$ cat src/rtl/dtd_bin_sched_if.sv
// Bin scheduler bus bundle: requester, DRAM read port, DTD datapath and
// downstream handshake. The slave modport is the scheduler's view.
interface dtd_bin_sched_if #(
  parameter int ADDR_W = 32
);
  logic              bin_req;
  logic [ADDR_W-1:0] bin_base;
  logic              bin_busy;
  logic              bin_done;
  logic              bin_err;
  logic              rd_req;
  logic [ADDR_W-1:0] rd_addr;
  logic              rd_gnt;
  logic              rd_valid;
  logic [8:0]        rd_size;
  logic              dtd_en;
  logic              dtd_data_ready;
  logic              out_valid;
  logic              out_ready;
  logic [7:0]        line_cnt;

  modport slave (
    input  bin_req, bin_base, rd_gnt, rd_valid, rd_size, dtd_data_ready, out_ready,
    output bin_busy, bin_done, bin_err, rd_req, rd_addr, dtd_en, out_valid, line_cnt
  );

  modport master (
    output bin_req, bin_base, rd_gnt, rd_valid, rd_size, dtd_data_ready, out_ready,
    input  bin_busy, bin_done, bin_err, rd_req, rd_addr, dtd_en, out_valid, line_cnt
  );
endinterface

$ cat src/rtl/dtd_bin_sched.sv
// Decompress-then-decrypt bin scheduler: one line in flight from DRAM fetch to drain.
// Optional macro DTD_SCHED_PERF_EN adds busy-cycle and drain-stall counters.
//
// state     | meaning
// ----------+-----------------------------------------------------------
// IDLE      | waiting for bin_req
// REQ       | rd_req high at the current line address until rd_gnt
// WAIT_DATA | waiting for rd_valid; zero-size line aborts to ERR
// WAIT_DTD  | dtd_en fired on entry; waiting for dtd_data_ready or timeout
// DRAIN     | out_valid high until out_ready; accumulate size, step address
// CHECK     | compare accumulated size against BIN_SIZE
// DONE      | one-cycle bin_done pulse
// ERR       | one-cycle bin_err pulse
module dtd_bin_sched #(
  parameter int BIN_SIZE    = 400,
  parameter int ADDR_W      = 32,
  parameter int LINE_STRIDE = 32,
  parameter int TIMEOUT     = 64
) (
  input  logic             clk,
  input  logic             rst,
  dtd_bin_sched_if.slave   bus
`ifdef DTD_SCHED_PERF_EN
  ,
  output logic [31:0]      perf_cycles,
  output logic [31:0]      perf_stall
`endif
);

  localparam int ACC_W = 10;
  localparam int TMR_W = $clog2(TIMEOUT + 1);

  typedef enum logic [3:0] {
    S_IDLE, S_REQ, S_WAIT_DATA, S_WAIT_DTD, S_DRAIN, S_CHECK, S_DONE, S_ERR
  } state_t;

  state_t            r_state, w_next;
  logic [ADDR_W-1:0] r_addr;
  logic [ACC_W-1:0]  r_acc;
  logic [7:0]        r_line_cnt;
  logic [8:0]        r_size;
  logic [TMR_W-1:0]  r_tmr;
  logic              r_dtd_en;
  logic              w_accept;
  logic              w_fire;
  logic              w_drain_hs;
  logic              w_busy;

  always_comb begin
    w_next     = r_state;
    w_accept   = 1'b0;
    w_fire     = 1'b0;
    w_drain_hs = 1'b0;
    case (r_state)
      S_IDLE:
        if (bus.bin_req) begin
          w_accept = 1'b1;
          w_next   = S_REQ;
        end
      S_REQ:
        if (bus.rd_gnt) w_next = S_WAIT_DATA;
      S_WAIT_DATA:
        if (bus.rd_valid) begin
          if (bus.rd_size == 9'd0) begin
            w_next = S_ERR;
          end else begin
            w_fire = 1'b1;
            w_next = S_WAIT_DTD;
          end
        end
      // a ready arriving on the terminal-count cycle still wins
      S_WAIT_DTD:
        if (bus.dtd_data_ready)     w_next = S_DRAIN;
        else if (r_tmr == '0)       w_next = S_ERR;
      S_DRAIN:
        if (bus.out_ready) begin
          w_drain_hs = 1'b1;
          w_next     = S_CHECK;
        end
      S_CHECK:
        w_next = (r_acc >= ACC_W'(BIN_SIZE)) ? S_DONE : S_REQ;
      S_DONE:  w_next = S_IDLE;
      S_ERR:   w_next = S_IDLE;
      default: w_next = S_IDLE;
    endcase
  end

  always_ff @(posedge clk) begin
    if (rst) begin
      r_state    <= S_IDLE;
      r_addr     <= '0;
      r_acc      <= '0;
      r_line_cnt <= '0;
      r_size     <= '0;
      r_tmr      <= '0;
      r_dtd_en   <= 1'b0;
    end else begin
      r_state  <= w_next;
      r_dtd_en <= w_fire;
      if (w_accept) begin
        r_addr     <= bus.bin_base;
        r_acc      <= '0;
        r_line_cnt <= '0;
      end
      if (r_state == S_WAIT_DATA && bus.rd_valid) r_size <= bus.rd_size;
      if (w_fire)
        r_tmr <= TMR_W'(TIMEOUT - 1);
      else if (r_state == S_WAIT_DTD && r_tmr != '0)
        r_tmr <= r_tmr - 1'b1;
      if (w_drain_hs) begin
        r_acc  <= r_acc + ACC_W'(r_size);
        r_addr <= r_addr + ADDR_W'(LINE_STRIDE);
        if (r_line_cnt != 8'hFF) r_line_cnt <= r_line_cnt + 8'd1;
      end
    end
  end

  assign w_busy = (r_state == S_REQ) || (r_state == S_WAIT_DATA) || (r_state == S_WAIT_DTD) ||
                  (r_state == S_DRAIN) || (r_state == S_CHECK);

  assign bus.bin_busy  = w_busy;
  assign bus.bin_done  = (r_state == S_DONE);
  assign bus.bin_err   = (r_state == S_ERR);
  assign bus.rd_req    = (r_state == S_REQ);
  assign bus.rd_addr   = r_addr;
  assign bus.dtd_en    = r_dtd_en;
  assign bus.out_valid = (r_state == S_DRAIN);
  assign bus.line_cnt  = r_line_cnt;

`ifdef DTD_SCHED_PERF_EN
  logic [31:0] r_perf_cycles;
  logic [31:0] r_perf_stall;

  always_ff @(posedge clk) begin
    if (rst || w_accept) begin
      r_perf_cycles <= '0;
      r_perf_stall  <= '0;
    end else begin
      if (w_busy && r_perf_cycles != '1) r_perf_cycles <= r_perf_cycles + 32'd1;
      if (r_state == S_DRAIN && !bus.out_ready && r_perf_stall != '1)
        r_perf_stall <= r_perf_stall + 32'd1;
    end
  end

  assign perf_cycles = r_perf_cycles;
  assign perf_stall  = r_perf_stall;
`endif

endmodule

$ cat src/flat_wrapper.sv
// flat-port wrapper written by rule: the top's interface ports become plain ports
module dtd_bin_sched_flat 
#(
  parameter int BIN_SIZE    = 400,
  parameter int ADDR_W      = 32,
  parameter int LINE_STRIDE = 32,
  parameter int TIMEOUT     = 64
)
  (clk, rst, bus_bin_req, bus_bin_base, bus_rd_gnt, bus_rd_valid, bus_rd_size, bus_dtd_data_ready, bus_out_ready, bus_bin_busy, bus_bin_done, bus_bin_err, bus_rd_req, bus_rd_addr, bus_dtd_en, bus_out_valid, bus_line_cnt);
  dtd_bin_sched_if #(.ADDR_W(ADDR_W)) bus_i ();
  input  logic clk;
  input  logic rst;
  input wire logic [$bits(bus_i.bin_req)-1:0] bus_bin_req;
  input wire logic [$bits(bus_i.bin_base)-1:0] bus_bin_base;
  input wire logic [$bits(bus_i.rd_gnt)-1:0] bus_rd_gnt;
  input wire logic [$bits(bus_i.rd_valid)-1:0] bus_rd_valid;
  input wire logic [$bits(bus_i.rd_size)-1:0] bus_rd_size;
  input wire logic [$bits(bus_i.dtd_data_ready)-1:0] bus_dtd_data_ready;
  input wire logic [$bits(bus_i.out_ready)-1:0] bus_out_ready;
  output wire logic [$bits(bus_i.bin_busy)-1:0] bus_bin_busy;
  output wire logic [$bits(bus_i.bin_done)-1:0] bus_bin_done;
  output wire logic [$bits(bus_i.bin_err)-1:0] bus_bin_err;
  output wire logic [$bits(bus_i.rd_req)-1:0] bus_rd_req;
  output wire logic [$bits(bus_i.rd_addr)-1:0] bus_rd_addr;
  output wire logic [$bits(bus_i.dtd_en)-1:0] bus_dtd_en;
  output wire logic [$bits(bus_i.out_valid)-1:0] bus_out_valid;
  output wire logic [$bits(bus_i.line_cnt)-1:0] bus_line_cnt;
  assign bus_i.bin_req = bus_bin_req;
  assign bus_i.bin_base = bus_bin_base;
  assign bus_i.rd_gnt = bus_rd_gnt;
  assign bus_i.rd_valid = bus_rd_valid;
  assign bus_i.rd_size = bus_rd_size;
  assign bus_i.dtd_data_ready = bus_dtd_data_ready;
  assign bus_i.out_ready = bus_out_ready;
  assign bus_bin_busy = bus_i.bin_busy;
  assign bus_bin_done = bus_i.bin_done;
  assign bus_bin_err = bus_i.bin_err;
  assign bus_rd_req = bus_i.rd_req;
  assign bus_rd_addr = bus_i.rd_addr;
  assign bus_dtd_en = bus_i.dtd_en;
  assign bus_out_valid = bus_i.out_valid;
  assign bus_line_cnt = bus_i.line_cnt;
  dtd_bin_sched #(.BIN_SIZE(BIN_SIZE), .ADDR_W(ADDR_W), .LINE_STRIDE(LINE_STRIDE), .TIMEOUT(TIMEOUT)) u_core (.clk(clk), .rst(rst), .bus(bus_i));
endmodule
$ cat config.mk
export PLATFORM = sky130hd
export DESIGN_NAME = dtd_bin_sched_flat
export DESIGN_NICKNAME = d
export VERILOG_FILES = /design/src/rtl/dtd_bin_sched_if.sv /design/src/rtl/dtd_bin_sched.sv /design/src/flat_wrapper.sv
export SDC_FILE = /design/constraint.sdc
export NUM_CORES = 1
export LEC_CHECK = 0
export CAP_MARGIN = 25
export CORE_MARGIN = 2
export CORE_UTILIZATION = 40
export DETAILED_ROUTE_END_ITERATION = 10
export DONT_BUFFER_PORTS = 1
export GPL_ROUTABILITY_DRIVEN = 0
export MAX_ROUTING_LAYER = met4
export SYNTH_ARGS = -nofsm -noshare
export SYNTH_HDL_FRONTEND = slang
export SYNTH_SLANG_ARGS = --single-unit
$ cat constraint.sdc
create_clock -name clk -period 2 [get_ports clk]
set_clock_uncertainty 0.2 [all_clocks]
set_input_delay 0.1 -clock clk [delete_from_list [all_inputs] [get_ports clk]]
set_output_delay 0.1 -clock clk [all_outputs]
set_load 0.02 [all_outputs]
# Yosys cells after proc, flatten, opt, wreduce, memory -nomap -nowiden
# Cells that the tools add are included.
dict set report word_totals {
  ff_bits 71
  input_bits 48
  out_inout_bits 46
  wordCells 65
}
dict set report op_classes {
  n_addsub 4
  n_lt_le_gt_ge 1
  eq_ne 13
  n_mux 25
  n_reduce_logical 14
}
# op n
set ops {}
lappend ops {{32-bit two-way mux} 2}
lappend ops {{32-bit by 6-bit adder with 32-bit output (second input constant)} 1}
lappend ops {{4-bit two-way mux} 6}
lappend ops {{8-bit two-way mux} 3}
lappend ops {{4-bit case mux with 6 select lines} 1}
lappend ops {{10-bit two-way mux} 2}
lappend ops {{4-bit by 3-bit == test with 1-bit output (second input constant)} 4}
lappend ops {{6-bit two-way mux} 2}
lappend ops {{10-bit by 9-bit adder with 10-bit output} 1}
lappend ops {{10-bit by 9-bit >= comparator with 1-bit output (second input constant)} 1}
lappend ops {{9-bit zero test} 1}
lappend ops {{8-bit by 1-bit adder with 8-bit output (second input constant)} 1}
lappend ops {{4-bit by 2-bit == test with 1-bit output (second input constant)} 2}
lappend ops {{2-bit inequality test (second input constant)} 4}
lappend ops {{8-bit inequality test (second input constant)} 1}
lappend ops {{7-bit zero test} 1}
lappend ops {{1-bit two-way mux} 7}
lappend ops {{7-bit nonzero test} 1}
lappend ops {{7-bit by 1-bit subtractor with 7-bit output (second input constant)} 1}
lappend ops {{3-bit two-way mux} 2}
lappend ops {{5-bit AND reduction} 1}
lappend ops {{4-bit by 1-bit == test with 1-bit output (second input constant)} 1}
lappend ops {{4-bit zero test} 1}
lappend ops {{1-bit logical OR} 4}
lappend ops {{other kinds (4)} 6}

# Depth between registers and ports, before layout
# Gate-level depths: netlist of the first run.
dict set report depth {
  ltp_word 5
  depth_mapped 8
  mapped_depth_nobuf 8
}

# Least setup slack after synthesis of the first run
# No wires, ideal clock.
dict set report synth_path {
  path_type {register -> register}
  from {register u_core.r_addr[5] (netlist: u_core.bus.rd_addr[5])}
  to {register u_core.r_addr[31] (netlist: u_core.bus.rd_addr[31])}
  setup_time_ps 132
  arrival_time_ps 1823
  t_required_ps 1668
  setup_slack_ps -155
  stages_incl_launch_ff 8
  path_buffers 1
  period_less_slack_ps 2155
  cell_sequence {dfxtp_1 ha_1 and3_1 nand4_1 buf_2 o41a_1 o21ai_0 a21oi_1}
}
dict set report synth_via {
  elab_chain_cells 2
}
# element line
set synth_rtl {}
lappend synth_rtl {{start: declaration} dtd_bin_sched.sv:38} ;# logic [ADDR_W-1:0] r_addr;
lappend synth_rtl {{start signal: assignment} dtd_bin_sched.sv:101} ;# r_addr <= bus.bin_base;
lappend synth_rtl {{start signal: assignment} dtd_bin_sched.sv:112} ;# r_addr <= r_addr + ADDR_W'(LINE_STRIDE);
lappend synth_rtl {{32-bit by 6-bit adder with 32-bit output} dtd_bin_sched.sv:112}
lappend synth_rtl {{32-bit two-way mux} dtd_bin_sched.sv:110} ;# if (w_drain_hs) begin
# Every way passes these cells.
# A chain may end at the register's enable or synchronous reset.

# Worst setup path in the final report of the first run
dict set report layout_path {
  from {register u_core.r_addr[6] (netlist: u_core.bus.rd_addr[6])}
  to {register u_core.r_addr[24] (netlist: u_core.bus.rd_addr[24])}
}
# Same word-level chain as after synthesis.

==> flow_metrics.env, run 1 <==
export IMPL_synth_top_cell_area_share_pct=35.2
export IMPL_root_buffer="clkbuf_8"
export IMPL_grt_max_degree=78
export IMPL_power_frac_seq_pct=45.8
export IMPL_power_frac_comb_pct=15.3
export IMPL_synth_seq_area_share_pct=35.2
export IMPL_dr_total_vias=4082
export IMPL_rows=36
export IMPL_routed_wl_microns=11400
export IMPL_path_clk_slew_ns=0.08
export IMPL_die_x_microns=104
export IMPL_start_util_pct=40.9
export IMPL_cts_buffer_depth=2
export IMPL_die_area_sq_mm=0.0108
export IMPL_hold_end="u_core.r_size[0]$_SDFFE_PP0P_"
export IMPL_power_density_mw_per_mm2=674
export IMPL_dr_first_iter_drc_count=253
export IMPL_clockPowerShare_pct=38.9
export IMPL_grt_util_all_layers_pct=21.3
export IMPL_worst_setup_path_type="register to register"
export IMPL_finalHoldViolations=70
export IMPL_violations="negative hold slack"
export IMPL_p_leak_uw=0.00181
export IMPL_arrival_ns=1.97
export IMPL_final_antenna_net_count=0
export IMPL_timing_rr_end="u_core.bus.rd_addr[24]$_SDFFE_PP0P_"
export IMPL_cts_sinks=70
export IMPL_dr_pass1_iters=5
export IMPL_r2r_cells=7
export IMPL_r2r_slack_ns=0.07
export IMPL_remaining_drc_errors=0
export IMPL_gr_usage_met1_pct=27.5
export IMPL_met3_usage_pct=4.78
export IMPL_slew_headroom_pct=69.1
export IMPL_grt_pass1_vias=3817
export IMPL_hpwl_microns=8060
export IMPL_finalMaxSlewViolations=0
export IMPL_syn_area_per_cell_sq_um=7.68
export IMPL_grt_first_pass_wirelength_microns=18500
export IMPL_internal_power_uw=2430
export IMPL_drive_gt1_share_pct=22.9
export IMPL_synth_top_area_cell="dfxtp_1"
export IMPL_worstHoldPathCells=1
export IMPL_antenna_cells=0
export IMPL_synth_seq_cells=70
export IMPL_setup_violations=0
export IMPL_grt_busiest_layer="met2"
export IMPL_place_ws_ns=-0.0981
export IMPL_p_switching_uw=939
export IMPL_overflow=0
export IMPL_core_area_sq_mm=0.00973
export IMPL_finalCriticalPeriod_ns=1.93
export IMPL_max_freq_mhz=517
export IMPL_critPathRequiredTime_ns=2.04
export IMPL_use_met2_pct=33.4
export IMPL_portBuffers=0
export IMPL_viasPerCell=5.76
export IMPL_postCtsHoldBufs=1
export IMPL_antenna_found_initial=0
export IMPL_cts_made_buffers=9
export IMPL_setup_slack_ns=0.0663
export IMPL_regToRegStartpoint="u_core.bus.rd_addr[6]$_SDFFE_PP0P_"
export IMPL_layout_common_cells="buf_4 (70), a21oi_1 (65), nand2_1 (65), dfxtp_1 (65), nor2_1 (39)"
export IMPL_maxCapViolCount=0
export IMPL_crit_fanout=6
export IMPL_hold_path_class="primary input to register"
export IMPL_stdcell_area_sq_mm=0.00500
export IMPL_synth_flop_cell="dfxtp_1"
export IMPL_cts_tree="done"
export IMPL_syn_inst=519
export IMPL_die_y_microns=104
export IMPL_worst_pin_slew_ns=0.465
export IMPL_h_tree_depth=3
export IMPL_fin_tns_setup_ns=0
export IMPL_yosys_cell_types_count=61
export IMPL_area_growth_pct=25.6
export IMPL_pin_count=94
export IMPL_synth_area_sq_mm=0.00398
export IMPL_critPathLaunchType="register"
export IMPL_yosysWarnings=0
export IMPL_status="finished with violations"
export IMPL_ys_top_cells_by_area="dfxtp_1 (35%), a21oi_1 (8.4%), nand2_1 (6.2%)"
export IMPL_layout_commonest_cell="buf_4"
export IMPL_worstHoldStart="rst"
export IMPL_finalCritPeriodShare_pct=96.7
export IMPL_clock_latency_ns=0.34
export IMPL_cp_end_kind="register"
export IMPL_synth_fp_nets=581
export IMPL_fin_nets=633
export IMPL_vdd_drop_max_v=0.000364
export IMPL_dpl_cell_area_sq_mm=0.00457
export IMPL_swShare_pct=27.9
export IMPL_total_power_uw=3370
export IMPL_synth_edf_count=0
export IMPL_async_reset_ff_share_pct=0
export IMPL_wire_per_inst_microns=16.1
export IMPL_whs_ns=-0.373
==> layout make-up <==
type                    count  area (sq um)
clock inverters             2          35.0
clock buffers              14           194
fillers                   974          4730
multi-input cells         399          2540
well taps                 133           166
flip-flops and latches     70          1410
inverters                  16          60.1
repair buffers             75           589
==> per-layer routing <==
metal | vias to the layer above | part of all wire (%)
li1 | 2019 | -
met5 | - | 0
met3 | 16 | 5.9
met1 | 1946 | 46
met4 | 0 | 1.5
met2 | 101 | 46
==> worst max-delay path: stages, from the launching register on <==
cell and delay [ns]:
dfxtp_4 0.37, buf_4 0.12, and4_2 0.27, nand4_4 0.17, buf_4 0.21, o31a_1 0.24
o21ai_1 0.17, a21oi_1 0.08
==> worst max path at each step <==
stage          depth (start not counted)                                   to                          startpoint  slack [ns]
5_1_grt                                5         u_core.r_acc[9]$_SDFFE_PP0P_       u_core.r_size[6]$_SDFFE_PP0P_       -0.01
6_report                               7  u_core.bus.rd_addr[24]$_SDFFE_PP0P_  u_core.bus.rd_addr[6]$_SDFFE_PP0P_        0.07
2_1_floorplan                          6    u_core.bus.line_cnt[4]$_SDFF_PP0_   u_core.bus.line_cnt[0]$_SDFF_PP0_       0.007
4_1_cts                                7  u_core.bus.rd_addr[29]$_SDFFE_PP0P_  u_core.bus.rd_addr[5]$_SDFFE_PP0P_    0.000005
3_3_place_gp                           6         u_core.r_acc[9]$_SDFFE_PP0P_       u_core.r_size[3]$_SDFFE_PP0P_       -0.06
3_5_place_dp                           6         u_core.r_acc[9]$_SDFFE_PP0P_       u_core.r_size[3]$_SDFFE_PP0P_        -0.1
==> timing repair <==
action                                 in CTS  in global routing
endpoints found under the hold margin      70                 70
pin swaps                                   1                  2
buffers inserted                            0                  2
setup endpoints to repair                   6                 28
gates resized for setup                     4                 33
==> sequential cells by signal, indices dropped and copies added (netlist names) <==
signal               flops
u_core.bus.line_cnt      8
u_core.bus.dtd_en        1
u_core.bus.rd_addr      32
u_core.r_state           3
u_core.r_tmr             7
u_core.r_acc            10
u_core.r_size            9
==> power by group through the flow <==
stage / Combinational [uW] / Sequential (uW) / Clock, uW
final: 517 / 1540 / 1310
after global routing: 571 / 1550 / 1390
after CTS: 500 / 1540 / 1330
after detailed placement: 494 / 1570 / 0
after global placement: 485 / 1570 / 0
after floorplan: 295 / 1610 / 0
==> Yosys cell counts (5+ instances only) <==
| cell | number |
|---|---|
| dfxtp_1 | 70 |
| a21oi_1 | 67 |
| nand2_1 | 66 |
| nor2_1 | 39 |
| o21ai_0 | 27 |
| nand3_1 | 26 |
| nor3_1 | 19 |
| clkbuf_1 | 17 |
| inv_1 | 16 |
| nor4_1 | 14 |
| buf_2 | 13 |
| ha_1 | 13 |
| a31oi_1 | 12 |
| a22oi_1 | 8 |
| or3_1 | 7 |
| nand2b_1 | 6 |
| or4_1 | 6 |
| and2_1 | 5 |
| mux2_2 | 5 |
==> stage by stage <==
step                hold WS (ns)  std cells  util [%]
floorplan                 0.0360        519         -
detailed placement       -0.0217        690      46.9
finish                    -0.373        709      51.4
global placement         -0.0247        690      46.9
CTS                       -0.388        707      49.7
global route              -0.393        709      51.4
==> kinds of logic (layout without fill, tap and decap cells) <==
kind of cell	count (synthesis)	count (layout)	share of synthesized area (%)
multiplexers	6	6	1.66
buffers and inverters	50	107	5.37
AO/OA/AOI/OAI	154	154	23.8
adder cells (fa/ha/maj)	14	14	4.59
flip-flops	70	70	35.2
XOR/XNOR	7	7	1.54
AND/OR/NAND/NOR	218	218	27.9
(Power assumes the default switching activity.)
==> run 2: changes to the inputs <==
--- a/config.mk
+++ b/config.mk
@@ -5,9 +5,11 @@
 export SDC_FILE = /design/constraint.sdc
 export NUM_CORES = 1
 export LEC_CHECK = 0
+export ABC_CLOCK_PERIOD_IN_PS = 2000
 export CAP_MARGIN = 25
 export CORE_MARGIN = 2
 export CORE_UTILIZATION = 40
+export CTS_CLUSTER_SIZE = 28
 export DETAILED_ROUTE_END_ITERATION = 10
 export DONT_BUFFER_PORTS = 1
 export GPL_ROUTABILITY_DRIVEN = 0
==> constraint.sdc (replaced) <==
create_clock -name clk -period 2 [get_ports clk]
set_clock_uncertainty 0.2 [all_clocks]
set_input_delay 0.2 -clock clk [delete_from_list [all_inputs] [get_ports clk]]
set_output_delay 0.2 -clock clk [all_outputs]
set_load 0.02 [all_outputs]
==> run 2 against run 1 <==
  * Final area unchanged
  * Global-route usage unchanged
  * Die area did not move
  * Clock-buffer cell count unchanged
  * Sequential cell count stayed put
  * Highest routed layer unchanged
  * Sequential share of layout area did not move
  * Largest cell class unchanged
  * Largest power group unchanged
  * The flow still finishes with violations (negative hold slack)
  * First-iteration DRC count up 6.7%
==> flow_metrics.env, run 2 (synthesis gave the netlist of run 1 again) <==
export IMPL_whs_ns=-0.274
export IMPL_drive_gt1_share_pct=22.9
export IMPL_arrival_ns=1.96
export IMPL_cp_slowest_cell="dfxtp_4"
export IMPL_root_buffer="clkbuf_8"
export IMPL_viasPerCell=5.74
export IMPL_num_fill_cells=974
export IMPL_cp_end_kind="register"
export IMPL_grt_util_all_layers_pct=21.3
export IMPL_regArea_sq_mm=0.00141
export IMPL_pin_count=94
export IMPL_cts_sinks=70
export IMPL_vdd_drop_max_v=0.000363
export IMPL_power_frac_comb_pct=15.3
export IMPL_portBuffers=0
export IMPL_wl_met3_microns=733
export IMPL_power_frac_seq_pct=45.8
export IMPL_path_cells="buf_4, and4_2, nand4_4, buf_4, o31a_1, o21ai_1, a21oi_1"
export IMPL_routed_wl_microns=11300
export IMPL_multiInputGateArea_sq_mm=0.00254
export IMPL_place_ws_ns=-0.0981
export IMPL_dr_total_vias=4068
export IMPL_worstHoldPathCells=1
export IMPL_timing_rr_end="u_core.bus.rd_addr[24]$_SDFFE_PP0P_"
export IMPL_final_core_util_pct=51.4
export IMPL_hold_path_class="primary input to register"
export IMPL_setup_slack_ns=0.0732
export IMPL_final_antenna_net_count=0
export IMPL_critPathLaunchType="register"
export IMPL_crit_buf_inv=2
export IMPL_worst_setup_path_type="register to register"
export IMPL_fin_tns_setup_ns=0
export IMPL_worst_pin_slew_ns=0.465
export IMPL_postCtsHoldBufs=1
export IMPL_overflow=0
export IMPL_cts_tree="done"
export IMPL_antenna_found_initial=0
export IMPL_area_growth_pct=25.6
export IMPL_start_util_pct=40.9
export IMPL_finalCriticalPeriod_ns=1.93
export IMPL_cts_buffer_depth=2
export IMPL_hpwl_microns=8060
export IMPL_setup_violations=0
export IMPL_drt_met1_wl_microns=5210
export IMPL_die_y_microns=104
export IMPL_swShare_pct=27.8
export IMPL_regToRegStartpoint="u_core.bus.rd_addr[6]$_SDFFE_PP0P_"
export IMPL_slew_headroom_pct=69.1
export IMPL_clock_latency_ns=0.34
export IMPL_antenna_cells=0
export IMPL_clockPowerShare_pct=38.8
export IMPL_maxCapViolCount=0
export IMPL_fin_nets=633
export IMPL_die_area_sq_mm=0.0108
export IMPL_h_tree_depth=3
export IMPL_power_density_mw_per_mm2=673
export IMPL_layout_commonest_cell="buf_4"
export IMPL_largest_reg_flops=32
export IMPL_violations="negative hold slack"
export IMPL_crit_cells=7
export IMPL_dr_wl_met2_microns=5240
export IMPL_remaining_drc_errors=0
export IMPL_hold_end="u_core.r_tmr[5]$_SDFFE_PP0P_"
export IMPL_dr_pass1_iters=5
export IMPL_max_freq_mhz=519
export IMPL_finalCritPeriodShare_pct=96.3
export IMPL_slowest_delay_ns=0.37
export IMPL_p_leak_uw=0.00181
export IMPL_crit_fanout=6
export IMPL_die_x_microns=104
export IMPL_finalHoldViolations=69
export IMPL_dr_first_iter_drc_count=270
export IMPL_critPathTopFamily="compound AO/OA/AOI/OAI gates"
export IMPL_r2r_slack_ns=0.07
export IMPL_crit_top_cell="buf_4"
export IMPL_grt_first_pass_wirelength_microns=18500
export IMPL_finalMaxSlewViolations=0
export IMPL_status="finished with violations"
export IMPL_worstHoldStart="rst"
export IMPL_layout_common_cells="buf_4 (70), a21oi_1 (65), nand2_1 (65), dfxtp_1 (65), nor2_1 (39)"
export IMPL_path_clk_slew_ns=0.08
export IMPL_internal_power_uw=2430
export IMPL_rows=36
export IMPL_grt_pass1_vias=3817
export IMPL_p_switching_uw=935
export IMPL_grt_max_degree=78
export IMPL_critPathRequiredTime_ns=2.03
export IMPL_core_area_sq_mm=0.00973
export IMPL_wire_per_inst_microns=16.0
export IMPL_r2r_cells=7
export IMPL_maxUsedRoutingLayer="met4"
export IMPL_cts_made_buffers=9
run 2: cell counts in the layout (fill, tap and decap cells not counted):
No cell type changed its count.
run 2: layer usage:
layer	global-route usage, %	up-vias
li1	-	2017
met1	27.5	1922
met2	33.4	114
met3	4.78	15
met4	6.27	0
met5	-	-
run 2: repair_timing:
action / in CTS / in global routing
gates cloned: 0 / 0
buffers inserted: 0 / 2
pin swaps: 1 / 2
endpoints found under the setup margin: 6 / 28
endpoints found under the hold margin: 70 / 70
gates resized for setup: 4 / 33
run 2: worst max path at each step:
stage                                             startpoint                                   to
after floorplan            u_core.bus.line_cnt[0]$_SDFF_PP0_    u_core.bus.line_cnt[4]$_SDFF_PP0_
after CTS                 u_core.bus.rd_addr[5]$_SDFFE_PP0P_  u_core.bus.rd_addr[29]$_SDFFE_PP0P_
final                     u_core.bus.rd_addr[6]$_SDFFE_PP0P_  u_core.bus.rd_addr[24]$_SDFFE_PP0P_
after detailed placement       u_core.r_size[3]$_SDFFE_PP0P_         u_core.r_acc[9]$_SDFFE_PP0P_
after global placement         u_core.r_size[3]$_SDFFE_PP0P_         u_core.r_acc[9]$_SDFFE_PP0P_
after global routing           u_core.r_size[6]$_SDFFE_PP0P_         u_core.r_acc[9]$_SDFFE_PP0P_
run 2: layout make-up:
cell class / instances / area share [%]
multi-input combinational: 399 / 50.9
sequential: 70 / 28.2
timing repair buffer: 75 / 11.8
clock buffer: 14 / 3.88
tap: 133 / 3.33
inverter: 16 / 1.20
clock inverter: 2 / 0.700
run 2: worst register-to-register path, cell delays in order, from the launching register on:
cell     delay [ns]
dfxtp_4        0.37
buf_4          0.12
and4_2         0.27
nand4_4        0.17
buf_4          0.21
o31a_1         0.24
o21ai_1        0.17
a21oi_1        0.08
run 2: stage by stage:
stage	power, uW	cells	cell area [sq um]
5_1_grt	3510	709	5000
6_report	3370	709	5000
3_5_place_dp	2060	690	4570
3_3_place_gp	2050	690	4570
2_1_floorplan	1910	519	4000
4_1_cts	3370	707	4830
run 2: power groups by stage:
| stage | Combinational [uW] | Sequential, uW | Clock [uW] |
|---|---|---|---|
| 2_1_floorplan | 295 | 1610 | 0 |
| 3_3_place_gp | 485 | 1570 | 0 |
| 3_5_place_dp | 494 | 1570 | 0 |
| 4_1_cts | 500 | 1540 | 1330 |
| 5_1_grt | 571 | 1550 | 1390 |
| 6_report | 517 | 1540 | 1310 |
==> run 3: changes to the inputs <==
--- a/config.mk
+++ b/config.mk
@@ -5,6 +5,7 @@
 export SDC_FILE = /design/constraint.sdc
 export NUM_CORES = 1
 export LEC_CHECK = 0
+export ABC_AREA = 1
 export ABC_CLOCK_PERIOD_IN_PS = 2000
 export CAP_MARGIN = 25
 export CORE_MARGIN = 2
==> run 3 against run 2 <==
  * The flow now finishes without violations
  * Core utilization rose by 0.50 points
  * Via count is 20% higher
  * Sequential share of layout area fell by 3.6 points
  * Maximum frequency rose by 4.0%
  * Sequential power up 21%
  * Largest cell class unchanged
==> flow_metrics.env, run 3 <==
export IMPL_antenna_cells=0
export IMPL_arrival_ns=1.87
export IMPL_rows=38
export IMPL_critPathRequiredTime_ns=2.02
export IMPL_async_reset_ff_share_pct=0
export IMPL_largest_reg_flops=32
export IMPL_finalCriticalPeriod_ns=1.85
export IMPL_grt_pass1_vias=4725
export IMPL_h_tree_depth=3
export IMPL_hold_path_class="primary input to register"
export IMPL_cts_tree="done"
export IMPL_syn_area_per_cell_sq_um=6.20
export IMPL_worst_setup_path_type="register to register"
export IMPL_finalCritPeriodShare_pct=92.7
export IMPL_die_area_sq_mm=0.0121
export IMPL_final_antenna_net_count=0
export IMPL_synth_edf_count=0
export IMPL_synth_fp_nets=789
export IMPL_yosys_cell_types_count=39
export IMPL_synth_top_area_cell="dfxtp_1"
export IMPL_core_area_sq_mm=0.0109
export IMPL_cp_slowest_cell="fa_1"
export IMPL_path_cells="ha_1, inv_1, fa_1, inv_2, nand3_1, nand2_1, nand2_1, nand2_1, nand2_1, nand3_1, a21oi_1"
export IMPL_die_y_microns=110
export IMPL_drive_gt1_share_pct=13.8
export IMPL_worst_pin_slew_ns=0.500
export IMPL_crit_fanout=4
export IMPL_synth_area_sq_mm=0.00451
export IMPL_synth_flop_cell="dfxtp_1"
export IMPL_root_buffer="clkbuf_16"
export IMPL_pin_count=94
export IMPL_routed_wl_microns=13100
export IMPL_setup_violations=0
export IMPL_final_core_util_pct=51.9
export IMPL_synth_seq_area_share_pct=31.1
export IMPL_critPathLaunchType="register"
export IMPL_max_freq_mhz=540
export IMPL_dr_first_iter_drc_count=293
export IMPL_grt_max_degree=50
export IMPL_num_fill_cells=1102
export IMPL_crit_top_cell="nand2_1"
export IMPL_finalHoldViolations=0
export IMPL_synthTopCellsByCount="nand2_1 (250), nor2_1 (90), dfxtp_1 (70), inv_1 (70), nand3_1 (56)"
export IMPL_layout_common_cells="nand2_1 (249), nor2_1 (90), dfxtp_1 (70)"
export IMPL_hpwl_microns=9560
export IMPL_overflow=0
export IMPL_area_growth_pct=26.0
export IMPL_wire_per_inst_microns=13.8
export IMPL_antenna_found_initial=0
export IMPL_grt_first_pass_wirelength_microns=21800
export IMPL_yosysWarnings=0
export IMPL_cts_made_buffers=9
export IMPL_yosysMostFrequentCell="nand2_1"
export IMPL_start_util_pct=41.2
export IMPL_grt_setup_unrepaired="true"
export IMPL_postCtsSetupRepairBufs=0
export IMPL_total_power_uw=5320
export IMPL_viasPerCell=5.11
export IMPL_layout_commonest_cell="nand2_1"
export IMPL_synth_seq_cells=70
export IMPL_finalMaxSlewViolations=0
export IMPL_portBuffers=0
export IMPL_finalNonFillerCells=954
export IMPL_fin_tns_setup_ns=0
export IMPL_slowest_delay_ns=0.37
export IMPL_remaining_drc_errors=0
export IMPL_placedCellCount=893
export IMPL_grt_util_all_layers_pct=23.4
export IMPL_status="completed"
export IMPL_dr_total_vias=4875
export IMPL_clock_latency_ns=0.34
export IMPL_cp_end_kind="register"
export IMPL_path_clk_slew_ns=0.06
export IMPL_whs_ns=0.0208
export IMPL_synth_top_cell_area_share_pct=31.1
export IMPL_vdd_drop_max_v=0.000425
export IMPL_ys_top_cells_by_area="dfxtp_1 (31%), nand2_1 (21%), nor2_1 (7.5%)"
export IMPL_p_leak_uw=0.00239
export IMPL_slew_headroom_pct=66.6
export IMPL_fin_nets=871
export IMPL_dr_pass1_iters=5
export IMPL_power_density_mw_per_mm2=937
export IMPL_die_x_microns=110
export IMPL_cts_buffer_depth=2
export IMPL_syn_inst=727
export IMPL_cts_sinks=70
export IMPL_maxCapViolCount=0
-- run 3: cell count changes after synthesis, moves of 13 or more --
cell / change
nor2_1: +51
nand2_1: +184
nor3_1: -14
nor4_1: -14
nand3_1: +30
inv_1: +54
inv_2: +13
a21oi_1: -31
-- run 3: repair_timing --
| action | in CTS | in global routing |
|---|---|---|
| endpoints found under the setup margin | 0 | 14 |
| hold buffers | 45 | 0 |
| gates resized for setup | 0 | 6 |
| hold endpoints to repair | 63 | 0 |
-- run 3: final timing paths --
path	from	to	slack (ns)	depth (start not counted)
worst max-delay path	u_core.r_acc[0]$_SDFFE_PP0P_	u_core.r_acc[8]$_SDFFE_PP0P_	0.15	11
worst min register to register	u_core.r_acc[2]$_SDFFE_PP0P_	u_core.r_acc[2]$_SDFFE_PP0P_	0.27	2
worst max register to register	u_core.r_acc[0]$_SDFFE_PP0P_	u_core.r_acc[8]$_SDFFE_PP0P_	0.15	11
worst min-delay path	bus_rd_size[8]	u_core.r_state[2]$_SDFFE_PP0P_	0.02	5
-- run 3: area by class of cell --
| type | count | area [sq um] | share of cell area [%] |
|---|---|---|---|
| Sequential cell | 70 | 1400 | 24.7 |
| Tap cell | 140 | 175 | 3.09 |
| Clock buffer | 9 | 225 | 3.97 |
| Multi-Input combinational cell | 555 | 2690 | 47.4 |
| Inverter | 84 | 323 | 5.69 |
| Timing Repair Buffer | 89 | 811 | 14.3 |
| Clock inverter | 7 | 50.0 | 0.882 |
-- run 3: per-layer routing --
metal / vias to the layer above / part of all wire [%] / GRT usage, %
met4: 0 / 2.5 / 8.93
met2: 136 / 47 / 37.3
met1: 2223 / 45 / 29.1
li1: 2486 / - / -
met3: 30 / 5.8 / 4.76
met5: - / 0 / -
-- run 3: per-stage QoR --
| step | cell area, sq um | setup slack, ns |
|---|---|---|
| 5_1_grt | 5680 | -0.0251 |
| 6_report | 5680 | 0.147 |
| 3_5_place_dp | 4920 | 0.0962 |
| 2_1_floorplan | 4510 | 0.0824 |
| 4_1_cts | 5660 | 0.0656 |
| 3_3_place_gp | 4920 | 0.160 |
-- run 3: cell families after synthesis --
family	count (synthesis)	share of synthesized area [%]
buf+inv	102	9.36
fa+ha+maj	14	4.05
compound gates	102	13.3
simple gates	432	40.8
xor+xnor	7	1.36
flops	70	31.1
-- run 3: worst max-delay path: cells and delay by family (launching register included) --
kind / cells / cell delay [ns]
flip-flops: 1 / 0.34
adder cells (fa/ha/maj): 2 / 0.57
AO/OA/AOI/OAI: 1 / 0.06
buffers and inverters: 2 / 0.15
AND/OR/NAND/NOR: 6 / 0.43
-- run 3: where the power goes --
group	switching (uW)	leakage (uW)	internal [uW]
Sequential	268	0.000570	1610
Combinational	1250	0.00169	712
Clock	647	0.000128	841
Total	2160	0.00239	3160
